==> src/rtl/cpu_timing_pkg.sv <==
// cpu_timing_pkg: sequencer states and one-hot beat encodings, shared with the controller's beat decode
package cpu_timing_pkg;
    typedef enum logic [1:0] {ST_IDLE, ST_RUN, ST_HALT} tstate_t;
    localparam logic [2:0] BEAT_NONE = 3'b000;
    localparam logic [2:0] BEAT_W1   = 3'b001;
    localparam logic [2:0] BEAT_W2   = 3'b010;
    localparam logic [2:0] BEAT_W3   = 3'b100;
endpackage

==> src/rtl/qd_edge_det.sv <==
// qd_edge_det: one-cycle rise pulse from the debounced QD button level
module qd_edge_det (
    input  logic t3,
    input  logic clr,
    input  logic qd,
    output logic rise
);
    logic qd_q, armed;
    // sample qd every edge; arm only after qd was seen low, so a level held through reset is not a press
    always_ff @(posedge t3 or negedge clr)
        if (!clr) begin
            qd_q  <= 1'b0;
            armed <= 1'b0;
        end else begin
            qd_q  <= qd;
            armed <= armed | ~qd;
        end
    assign rise = qd & ~qd_q & armed;
endmodule

==> src/rtl/beat_timing_gen.sv <==
// beat_timing_gen: one-hot W1/W2/W3 machine-beat sequencer with QD start/resume and cycle counter (option: SINGLE_STEP_EN)
module beat_timing_gen
    import cpu_timing_pkg::*;
#(
    parameter int CNT_W      = 16,
    parameter bit AUTO_START = 1'b0
) (
    input  logic             t3,
    input  logic             clr,
    input  logic             qd,
    input  logic             short,
    input  logic             long,
    input  logic             stop,
`ifdef SINGLE_STEP_EN
    input  logic             step_mode,
`endif
    output logic             w1,
    output logic             w2,
    output logic             w3,
    output logic             running,
    output logic [CNT_W-1:0] cycle_cnt
);
    tstate_t    state;
    logic [2:0] beat, saved, nxt;
    logic       rise, done, step, halt;
`ifdef SINGLE_STEP_EN
    assign step = step_mode;
`else
    assign step = 1'b0;
`endif
    qd_edge_det u_qd (.t3(t3), .clr(clr), .qd(qd), .rise(rise));
    assign {w3, w2, w1} = beat;
    // next beat from the current one (short outranks long); a cycle is done whenever the next beat is W1
    always_comb begin
        nxt  = beat == BEAT_W1 ? (short ? BEAT_W1 : BEAT_W2) :
               beat == BEAT_W2 ? (long  ? BEAT_W3 : BEAT_W1) : BEAT_W1;
        done = nxt == BEAT_W1;
        halt = stop | (step & done);
    end
    // sequencer: beat register doubles as the output and is cleared outside RUN; saved holds the resume beat
    always_ff @(posedge t3 or negedge clr)
        if (!clr) begin
            state     <= AUTO_START ? ST_RUN : ST_IDLE;
            beat      <= AUTO_START ? BEAT_W1 : BEAT_NONE;
            running   <= AUTO_START;
            saved     <= BEAT_W1;
            cycle_cnt <= '0;
        end else begin
            case (state)
                ST_RUN: begin
                    cycle_cnt <= cycle_cnt + CNT_W'(done);
                    if (halt) begin
                        state   <= ST_HALT;
                        beat    <= BEAT_NONE;
                        running <= 1'b0;
                        saved   <= nxt;
                    end else begin
                        beat <= nxt;
                    end
                end
                default: if (rise) begin
                    state   <= ST_RUN;
                    beat    <= state == ST_HALT ? saved : BEAT_W1;
                    running <= 1'b1;
                end
            endcase
        end
endmodule

==> config.mk <==
export PLATFORM = sky130hd
export DESIGN_NAME = beat_timing_gen
export DESIGN_NICKNAME = d
export VERILOG_FILES = /design/src/rtl/cpu_timing_pkg.sv /design/src/rtl/qd_edge_det.sv /design/src/rtl/beat_timing_gen.sv
export SDC_FILE = /design/constraint.sdc
export NUM_CORES = 1
export LEC_CHECK = 0
export CELL_PAD_IN_SITES_DETAIL_PLACEMENT = 1
export CELL_PAD_IN_SITES_GLOBAL_PLACEMENT = 2
export CORE_MARGIN = 3
export CORE_UTILIZATION = 33
export DETAILED_ROUTE_END_ITERATION = 7
export PLACE_DENSITY = 0.89
export SLEW_MARGIN = 20
export SYNTH_ARGS = -nofsm -noshare
export SYNTH_HDL_FRONTEND = slang
export SYNTH_HIERARCHICAL = 1
export SYNTH_SLANG_ARGS = --single-unit
==> constraint.sdc <==
create_clock -name t3 -period 4.88 [get_ports t3]
set_clock_uncertainty 0.2 [all_clocks]
set_input_delay 0.732 -clock t3 [delete_from_list [all_inputs] [get_ports t3]]
set_output_delay 0.732 -clock t3 [all_outputs]
set_load 0.05 [all_outputs]
# Yosys cells after proc, flatten, opt, wreduce, memory -nomap -nowiden
# Index checks and enable logic that the tools add are counted.
# Widths: inputs -> output; s select.
[op_classes]
bitwise = 5
eq_ne = 6
n_reduce_logical = 3
n_mux = 14
n_addsub = 1
[ops]
columns = ["cell", "n"]
rows = [
  ["$mux 3", 7],
  ["$add 16x1->16", 1],
  ["$mux 2", 4],
  ["$eq 3x1->1 const B", 2],
  ["$reduce_and 2->1", 2],
  ["$eq 3x2->1 const B", 1],
  ["$mux 1", 3],
  ["$and 1x1->1", 2],
  ["$eq 2x1->1 const B", 1],
  ["$eq 2x2->1 const B", 1],
  ["$ne 2x2->1 const B", 1],
  ["$not 1->1", 2],
  ["$reduce_bool 2->1", 1],
  ["$or 1x1->1", 1],
]
[word_totals]
word_cells = 36
regBits = 27

# Logic depth before layout (Yosys ltp)
[logic_depth]
depth_word = 5
depth_mapped = 8

# Cells and area by module
# The synthesis kept the hierarchy.
[by_module_without_submodules]
columns = ["mod", "cells_per_inst", "area_per_inst_um2", "instances"]
rows = [
  ["beat_timing_gen", 100, 1097.3, 1],
  ["qd_edge_det", 4, 65.1, 1],
]

# Worst setup path before layout
# OpenSTA, ideal clock, no wires.
[synth_path]
kind = "input port to flip-flop"
from = "input port short"
to = "register cycle_cnt[12]"
cell_stages = 8
setup_time_ns = 0.146
t_arrival_ns = 2.151
required_time_ns = 4.534
n_path_buf = 0
path_slack_ns = 2.384
path_cell_list = "or3b_1 > a21oi_1 > inv_1 > ha_1 > ha_1 > nand4_2 > nor2_1 > xor2_1"
[synth_via]
elab_chain_cells = 4
[synth_lines]
columns = ["element", "line_no", "source"]
rows = [
  ["start, declared", "beat_timing_gen.sv:11", "input logic short,"],
  ["$mux 2", "beat_timing_gen.sv:35", "nxt = beat == BEAT_W1 ? (short ? BEAT_W1 : BEAT_W2) :"],
  ["$mux 3", "beat_timing_gen.sv:35", ""],
  ["$eq 3x1->1", "beat_timing_gen.sv:37", "done = nxt == BEAT_W1;"],
  ["$add 16x1->16", "beat_timing_gen.sv:51", "cycle_cnt <= cycle_cnt + CNT_W'(done);"],
  ["end signal, assigned", "beat_timing_gen.sv:51", ""],
  ["end, declared", "beat_timing_gen.sv:21", "output logic [CNT_W-1:0] cycle_cnt"],
]
# Every way passes these cells.
# A chain may end at the register's enable or synchronous reset.

# Worst setup path after layout
[layout_path]
from = "input port short"
to = "register cycle_cnt[8]"
# Same word-level chain as after synthesis.

==> out/results.txt <==
CP arrival = 2.68 ns
Int Pwr = 0.000461 W
total track usage = 14.2%
DP HPWL = 1.96 mm
status = completed
placed insts = 172
register area = 652 um^2
Finished Core Util = 47.5%
cell count after synthesis = 104
final number of hold-violating endpoints = 0
largest net degree at the start of global routing = 27
first-pass GRT wire length = 4.73 mm
Cell variety after synth = 30
register area share after synthesis = 56.1%
share of cells above drive strength 1 = 7.58%
GPL Wtd Cong = 0.830
IO buf count = 25
CP Max Fanout = 5
Antenna Cells = 0
crit start category = primary input
Leak = 0.664 nW
H-tree depth = 1
fmax = 0.376 GHz
slew margin rel. = 63.4%
grt met2 use = 24.3%
fin nets = 142
Synth Warn # = 6
post-synthesis register bit count = 26
Fillers = 387
Setup crit end kind = flip-flop
Die H = 65.4 um
CTS max path bufs = 2
M1 GR Usage = 18.6%
Combinational Power Share = 41.0%
met3 Use GR = 2.39%
synthesized area = 1160 um^2
CTS tree = done
Max Cap Violations = 0
Detail Route Antenna Nets = 0
part of the power in the clock network = 18.7%
Crit Path Class = in2reg
core box area = 3200 um^2
postcts setup bufs = 0
fin cells = 176
average routed wire per standard cell = 14.5 um
post_cts resized = 0
VDD IR max = 0.327 mV
Worst Tran Pin Value = 0.548 ns
most frequent cells in the layout = dfrtp_1, clkdlybuf4s50_1, nand2_1
P_sw = 0.000336 W
root buf cell = clkbuf_4
WP data required = 4.90 ns
final wirelength = 2.56 mm
part of the power in registers = 40.2%
min Tclk post-route = 2.66 ns
# rows = 20
initial core utilization = 36.3%
syn_nets = 113
Slew Viols, Final = 0
crit path setup slack, layout = 2.22 ns
DRT iter0 DRCs = 34
Mean Syn Cell Area = 11.2 um^2
Die W = 65.4 um
vias in the first global route = 999
Sum Neg Setup Slack = 0 ns
Vias/cell = 5.03
Num CTS Buffers = 3
pre-CTS WS = 1.85 ns
drt pass-1 iters = 4
clock latency on the worst-skew pair = 0.33 ns
grt peak-use layer = met2
RSZ-0062 raised after global routing = false
GRT overflow = 0
Switching Fraction = 42.2%
total number of vias = 885
initial antenna violation count = 0
CTS sink cnt = 26
# DRC = 0
Multi-input gate area = 495 um^2
Power Dens Cells = 525 nW/um^2
Final setup viols = 0
Min-Delay Path Class = reg2reg
num ports = 26
clock transition at the registers of the reported paths = 0.14 ns
crit share post-route = 54.5%
DIE AREA = 4270 um^2
area grow syn2layout = 30.8%
hold_buf cts = 0
-- area by class of cell --
cell class                 instances  area share, %
sequential                        26           42.9
inverter                           2          0.494
tap                               44           3.62
timing repair buffer              26           17.0
clock inverter                     1           1.98
multi-input combinational         74           32.6
clock buffer                       3           1.48
-- worst paths after layout --
check / endpoint / from / slack (ns) / depth (start not counted)
setup / recovery: cycle_cnt[8]$_DFFE_PN0P_ / short / 2.22 / 9
hold / removal: saved[0]$_DFFE_PN1P_ / saved[0]$_DFFE_PN1P_ / 0.28 / 2
setup reg to reg: cycle_cnt[8]$_DFFE_PN0P_ / beat[1]$_DFFE_PN0P_ / 2.57 / 8
hold reg to reg: saved[0]$_DFFE_PN1P_ / saved[0]$_DFFE_PN1P_ / 0.28 / 2
max in group asynchronous: saved[0]$_DFFE_PN1P_ / clr / 3.62 / 2
min in group asynchronous: cycle_cnt[15]$_DFFE_PN0P_ / clr / 0.55 / 2
-- power by group through the flow --
stage	Combinational (W)	Clock (W)	Sequential [W]
final	0.000327	0.000149	0.000321
after global routing	0.000355	0.000169	0.000332
after CTS	0.000334	0.000156	0.000322
after detailed placement	0.000332	0	0.000325
after global placement	0.000323	0	0.000320
after floorplan	0.000112	0	0.000424
-- synth_stat cells --
cell | number | share of area (%)
a21oi_1 | 2 | 0.86
a221o_1 | 2 | 1.7
and3_1 | 3 | 1.6
and3b_1 | 1 | 0.75
and4b_1 | 1 | 0.86
clkbuf_1 | 2 | 0.65
dfrtp_1 | 25 | 54
dfstp_2 | 1 | 2.3
ha_1 | 3 | 3.2
inv_1 | 2 | 0.65
nand2_1 | 20 | 6.5
nand2b_1 | 2 | 1.1
nand3b_1 | 1 | 0.65
nand4_1 | 6 | 3.2
nand4_2 | 1 | 1.1
nor2_1 | 5 | 1.6
nor2b_1 | 1 | 0.54
nor3_2 | 1 | 0.86
nor4_1 | 2 | 1.1
o21a_1 | 1 | 0.65
o21ai_0 | 1 | 0.43
o21ai_1 | 1 | 0.43
o311ai_1 | 1 | 0.75
o31ai_1 | 2 | 1.3
or3_1 | 1 | 0.54
or3_4 | 1 | 0.97
or3b_1 | 1 | 0.75
xnor2_1 | 10 | 7.5
xnor2_2 | 1 | 1.4
xor2_1 | 3 | 2.3
-- flip-flops by register name (all words and copies together) (netlist names) --
name,flops
u_qd/armed,1
beat,3
state,2
saved,3
u_qd/qd_q,1
cycle_cnt,16
-- layer usage --
layer	vias to the layer above	part of all wire, %	wire length, um
li1	416	-	-
met1	445	43	1110
met3	2	4.3	109
met4	0	1.2	30
met5	-	0	0
met2	22	51	1310
-- through the flow --
stage          hold slack, ns  power [W]  area (um^2)
2_1_floorplan           0.227   0.000536         1160
3_3_place_gp            0.244   0.000643         1470
5_1_grt                 0.315   0.000856         1520
4_1_cts                 0.281   0.000812         1520
3_5_place_dp            0.261   0.000657         1470
6_report                0.276   0.000797         1520
-- kinds of logic after synthesis --
group | synth area share, %
DFF | 56.1
xor gates and xnor gates | 11.2
AOI/OAI and AO/OA | 6.13
buffers and inverters | 1.29
and+or+nand+nor | 22.1
adders and majority gates | 3.23
-- worst max-delay path, stage by stage --
cell             delay, ns
clkdlybuf4s50_1       0.39
or3b_1                0.41
a21oi_1               0.25
inv_1                 0.10
ha_1                  0.19
ha_1                  0.22
nand4_2               0.16
nor2_1                0.08
xor2_1                0.14
Power figures use the tool's default switching activity.
